<file path="config.mk">
export PLATFORM = sky130hd
export DESIGN_NAME = tcdm_log_xbar
export DESIGN_NICKNAME = d
export VERILOG_FILES = /design/src/rtl/tcdm_log_xbar.sv
export SDC_FILE = /design/constraint.sdc
export NUM_CORES = 1
export LEC_CHECK = 0
export ABC_AREA = 1
export CORE_AREA = 2 2 214 216
export DETAILED_ROUTE_END_ITERATION = 6
export DIE_AREA = 0 0 216 218
export SYNTH_ARGS = -nofsm -noshare
export SYNTH_HDL_FRONTEND = slang
export SYNTH_SLANG_ARGS = --single-unit
export TNS_END_PERCENT = 50
</file>
<file path="constraint.sdc">
create_clock -name clk_i -period 2.3 [get_ports clk_i]
set_input_delay 0.46 -clock clk_i [delete_from_list [all_inputs] [get_ports clk_i]]
set_output_delay 0.46 -clock clk_i [all_outputs]
set_load 0.01 [all_outputs]
</file>
<file path="src/rtl/tcdm_log_xbar.sv">
// NumIn x NumOut logarithmic crossbar: per-master bank decode and response mux, per-bank round-robin arbiter.
// Define TCDM_XBAR_ASSERT_EN to compile simulation-only parameter and grant checks.
module tcdm_log_xbar #(
  parameter int unsigned NumIn         = 4,
  parameter int unsigned NumOut        = 4,
  parameter int unsigned ReqDataWidth  = 32,
  parameter int unsigned RespDataWidth = 32,
  parameter int unsigned RespLat       = 1,
  parameter bit          WriteRespOn   = 1'b1,
  parameter bit          BroadCastOn   = 1'b0,
  parameter bit          ExtPrio       = 1'b0,
  localparam int unsigned InW  = (NumIn  > 1) ? $clog2(NumIn)  : 1,
  localparam int unsigned AddW = (NumOut > 1) ? $clog2(NumOut) : 1
) (
  input  logic                                 clk_i,
  input  logic                                 rst_ni,
  input  logic [NumOut-1:0][InW-1:0]           rr_i,
  input  logic [NumIn-1:0]                     req_i,
  input  logic [NumIn-1:0][AddW-1:0]           add_i,
  input  logic [NumIn-1:0]                     we_n_i,
  input  logic [NumIn-1:0][ReqDataWidth-1:0]   wdata_i,
  output logic [NumIn-1:0]                     gnt_o,
  output logic [NumIn-1:0]                     vld_o,
  output logic [NumIn-1:0][RespDataWidth-1:0]  rdata_o,
  input  logic [NumOut-1:0]                    gnt_i,
  output logic [NumOut-1:0]                    req_o,
  output logic [NumOut-1:0][ReqDataWidth-1:0]  wdata_o,
  input  logic [NumOut-1:0][RespDataWidth-1:0] rdata_i
);

  logic [NumOut-1:0][NumIn-1:0] req_line;
  logic [NumOut-1:0][NumIn-1:0] gnt_line;

  always_comb begin
    req_line = '0;
    for (int unsigned k = 0; k < NumOut; k++) begin
      for (int unsigned j = 0; j < NumIn; j++) begin
        req_line[k][j] = BroadCastOn ? req_i[j] : (req_i[j] & (32'(add_i[j]) == k));
      end
    end
  end

  // An out-of-range bank index matches no k and therefore never sees a grant.
  always_comb begin
    gnt_o = '0;
    for (int unsigned j = 0; j < NumIn; j++) begin
      if (BroadCastOn) begin
        gnt_o[j] = 1'b1;
        for (int unsigned k = 0; k < NumOut; k++) gnt_o[j] = gnt_o[j] & gnt_line[k][j];
      end else begin
        for (int unsigned k = 0; k < NumOut; k++) begin
          if (32'(add_i[j]) == k) gnt_o[j] = gnt_line[k][j];
        end
      end
    end
  end

  for (genvar gk = 0; gk < NumOut; gk++) begin : g_slave
    if (NumIn == 1) begin : g_pass
      assign req_o[gk]    = req_line[gk][0];
      assign gnt_line[gk] = gnt_i[gk];
      assign wdata_o[gk]  = wdata_i[0];
    end else begin : g_arb
      logic [InW-1:0]   ptr_q;
      logic [InW-1:0]   prio;
      logic [InW-1:0]   winner;
      logic             any_req;
      logic [NumIn-1:0] gnt_k;

      assign prio = ExtPrio ? rr_i[gk] : ptr_q;

      always_comb begin
        int unsigned idx;
        idx     = 0;
        winner  = '0;
        any_req = 1'b0;
        for (int unsigned i = 0; i < NumIn; i++) begin
          idx = (32'(prio) + i) % NumIn;
          if (!any_req && req_line[gk][idx]) begin
            any_req = 1'b1;
            winner  = InW'(idx);
          end
        end
      end

      always_comb begin
        gnt_k = '0;
        for (int unsigned j = 0; j < NumIn; j++) begin
          gnt_k[j] = gnt_i[gk] & any_req & (32'(winner) == j);
        end
      end

      assign req_o[gk]    = any_req;
      assign gnt_line[gk] = gnt_k;
      assign wdata_o[gk]  = wdata_i[winner];

      // The pointer advances by one per handshake, not to winner+1.
      always_ff @(posedge clk_i or negedge rst_ni) begin
        if (!rst_ni) begin
          ptr_q <= '0;
        end else if (any_req && gnt_i[gk]) begin
          ptr_q <= (ptr_q == InW'(NumIn - 1)) ? '0 : ptr_q + InW'(1);
        end
      end
    end
  end

  logic [NumIn-1:0][RespLat-1:0]           vld_q;
  logic [NumIn-1:0][RespLat-1:0][AddW-1:0] idx_q;

  always_ff @(posedge clk_i or negedge rst_ni) begin
    if (!rst_ni) begin
      vld_q <= '0;
      idx_q <= '0;
    end else begin
      for (int unsigned j = 0; j < NumIn; j++) begin
        vld_q[j][0] <= req_i[j] & gnt_o[j] & (WriteRespOn | ~we_n_i[j]);
        idx_q[j][0] <= add_i[j];
        for (int unsigned s = 1; s < RespLat; s++) begin
          vld_q[j][s] <= vld_q[j][s-1];
          idx_q[j][s] <= idx_q[j][s-1];
        end
      end
    end
  end

  always_comb begin
    vld_o   = '0;
    rdata_o = '0;
    for (int unsigned j = 0; j < NumIn; j++) begin
      vld_o[j] = vld_q[j][RespLat-1];
      for (int unsigned k = 0; k < NumOut; k++) begin
        if (32'(idx_q[j][RespLat-1]) == k) rdata_o[j] = rdata_i[k];
      end
    end
  end

`ifdef TCDM_XBAR_ASSERT_EN
  initial begin
    if (NumIn == 0 || NumOut == 0) $fatal(1, "tcdm_log_xbar: NumIn and NumOut must be > 0");
  end

  always @(posedge clk_i) begin
    if (rst_ni) begin
      for (int unsigned j = 0; j < NumIn; j++) begin
        if (NumIn > 1) assert (!gnt_o[j] || req_i[j]) else $error("grant without request on master %0d", j);
      end
      for (int unsigned k = 0; k < NumOut; k++) begin
        assert ($onehot0(gnt_line[k])) else $error("multiple grants on slave %0d", k);
      end
      assert (!$isunknown(gnt_o) || $isunknown({req_i, add_i, gnt_i, rr_i}))
        else $error("gnt_o unknown with known inputs");
    end
  end
`else
`endif

endmodule

</file>
==> reports/metrics.csv <==
stage,metric,value,unit
synthesis,Syn Inst Count,1751,
synthesis,cell taking the most area after synthesis,nand2_1,
floorplan,I/O pin cnt,554,
setup_path,CP cell instances,ha_4 > inv_2 > nand3_2 > nand2_4 > nand2_4 > nand2_2 > nand2_2 > buf_4 > nand2_2 > nor2_4 > nor2_4 > buf_12 > buf_6 > buf_16 > nand2_1 > nand4_1 > buf_2,
power,pwr/cell area,2280,nW/um^2
place,count of buffers from port buffering,541,
sta,max frequency,318,MHz
synthesis,"Top FF cell, synth",dfrtp_1,
clock_network,"Reg clk slew, reported paths",0.06,ns
power,total power,46700,uW
setup_path,worst reg-to-reg setup slack,-0.13,ns
detailed_routing,final WL,71300,um
setup_path,CP Data Arrival Time,2.68,ns
sta,PnR worst setup slack,-0.840,ns
place,RePlAce Congestion,0.963,
setup_path,nature of the critical path endpoint,output port,
layout,synth-to-layout area growth,139,%
synthesis,number of synthesized register bits,20,
detailed_routing,post-route ant nets,0,
sta,slew margin rel.,0.591,
floorplan,Initial Utilization,0.191,
synthesis,post-synth top area share,0.286,
synthesis,syn avg cell area,4.90,um^2
setup_path,CP Data Required Time,1.84,ns
global_routing,GRT overflow,0,
sta,Max Slew Vio Count,0,
clock_network,clk sinks,20,
detailed_routing,post-DR vias/cell,5.32,
setup_path,Slowest cell on crit path,dfrtp_2,
synthesis,Synth async-reset ratio,1.00,
sta,Final Cycle Share,1.37,
clock_network,Clock Latency Late Sink,0.26,ns
floorplan,Die ar.,47100,um^2
status,failing checks,negative setup slack,
synthesis,"Seq/Total Area, Yosys",0.0583,
global_routing,largest net degree at the start of global routing,33,
place,"Cell Area, Placed",16400,um^2
synthesis,number of synthesized flops with an enable pin,0,
layout,ratio of cells with drive above 1 in the final layout,0.390,
synthesis,Yosys cell types,36,
power,peak supply drop,1510,uV
status,status,finished with violations,
setup_path,Critical Path Start Type,register,
flow_run,max cap viols,0,
global_routing,first-pass GRT wire length,101000,um
place,placed cells,3015,
sta,final hold vios,0,
power,Pleak,0.00936,uW
floorplan,Die X,216,um
clock_network,TritonCTS Buffers,3,
global_routing,GR Util All Layers,0.276,
synthesis,Synth top cells by count,"653 x nand2_1, 189 x inv_1, 173 x a21oi_1",
sta,unrepaired setup endpoints after global routing,yes,
clock_network,Post-CTS Hold Buffers,0,
clock_network,htree depth,1,
clock_network,Root Driver,clkbuf_16,
setup_path,Critical Path Fanout Max,6,
sta,setup_tns,-111.52,ns
sta,fin crit period,3.14,ns
layout,nets@finish,2887,
global_routing,initial antenna violation count,6,
layout,Final Cell Area,20500,um^2
synthesis,synthesis warning total,0,
sta,Worst Max-Slew Pin Slew,0.606,ns
floorplan,Core Box Area,44900,um^2
detailed_routing,vias after detailed routing,17019,
layout,non-filler instance count after layout,3200,
global_routing,vias in the first global route,16567,
floorplan,Die Span Y,218,um
detailed_routing,wire per inst,22.3,um
layout,fillcell total,4376,
clock_network,CTS tree,yes,
synthesis,Post-Syn Area,8580,um^2
detailed_routing,drt first pass iters,6,
sta,Setup Viol. Count Final,266,
worst_hold_path,Min-Delay Path Class,in2reg,
setup_path,Worst path max stage delay,0.48,ns
synthesis,most frequent cell after synthesis,nand2_1,
place,Post-DP HPWL,48200,um
sta,Hold WS,0.353,ns
detailed_routing,Remaining DRCs,0,
setup_path,CP dominant cell by count,nand2_2,
detailed_routing,DRT iter0 DRCs,1875,
synthesis,"top cells by area, synth","nand2_1 29%, a21oi_1 10%, inv_1 8.3%",
setup_path,WS Path Type,reg2out,
floorplan,num rows,78,
sta,Worst Skew,0.00589,ns
clock_network,maximum buffer depth of the clock tree,2,
synthesis,syn_nets,2041,
==> metal layers <==
layer  GRT usage  share of wire
met4       0.163          0.071
met5           0        0.00018
met1       0.309           0.36
met3      0.0642           0.10
met2       0.477           0.47
==> metrics by stage <==
step | utilization | setup slack (ns)
5_1_grt | 0.457 | -0.912
3_3_place_gp | 0.366 | -1.67
3_5_place_dp | 0.366 | -1.67
4_1_cts | 0.432 | -0.759
2_1_floorplan | - | -0.0969
6_report | 0.457 | -0.840
==> cells by family (layout without fill, tap and decap cells) <==
| kind of cell | Yosys count | count (layout) | synth area share |
|---|---|---|---|
| compound gates | 478 | 478 | 0.314 |
| fa+ha+maj | 4 | 4 | 0.00583 |
| buf+inv | 307 | 1151 | 0.154 |
| flops | 20 | 20 | 0.0583 |
| other cells | 0 | 5 | 0 |
| simple gates | 942 | 942 | 0.468 |
==> final timing paths <==
check                      cells after the start                       end                      from
max                                           17               wdata_o[75]  g_slave[2].g_arb.prio[0]
max in group asynchronous                      2  g_slave[0].g_arb.prio[0]                    rst_ni
min reg2reg                                    3  g_slave[1].g_arb.prio[0]  g_slave[1].g_arb.prio[0]
min in group asynchronous                      2  g_slave[3].g_arb.prio[0]                    rst_ni
min                                            1                  idx_q[4]                  add_i[4]
max reg2reg                                   16                  vld_o[3]  g_slave[0].g_arb.prio[0]
==> cell type report <==
type,count,area (um^2),share of cell area
flip-flops and latches,20,504,0.0246
inverters,204,811,0.0395
clock buffers,3,75.1,0.00366
well taps,600,751,0.0366
diodes,5,12.5,0.000610
multi-input cells,1424,8610,0.420
repair buffers,944,9740,0.475
==> power breakdown <==
group | internal [uW] | switching (uW)
clock | 230 | 149
combinational | 22100 | 23600
sequential | 467 | 126
==> critical path, delay by kind of cell (launching register included) <==
family        cells  cell delay, ns
fa+ha+maj         1            0.33
buf+inv           6            0.74
flops             1            0.48
simple gates     10            0.85
==> cell usage in the layout (no fill, tap or decap), types with 22 or more instances in the layout <==
cell type / count
buf_4: 219
buf_12: 64
o21ai_2: 26
nor2_4: 56
o21ai_1: 37
nand2_4: 37
nor2_2: 22
nand3_2: 24
o22ai_1: 102
nand4_1: 77
nor2_1: 43
nand2_2: 177
buf_2: 84
buf_6: 142
o21ai_0: 102
a21oi_2: 46
clkdlybuf4s50_1: 393
a21oi_1: 120
inv_1: 179
nand2_1: 448
nand3_1: 31
==> state kept, by name, summed over array words and instances (netlist names) <==
name	cells
g_slave.g_arb.prio	8
idx_q	8
vld_o	4
==> what timing repair did <==
item                       in CTS  in global routing
setup endpoints to repair     269                268
gates resized for setup      1048                292
buffers inserted              142                 36
cloned                         27                  8
pin swaps                     137                180
Power figures use the tool's default switching activity.
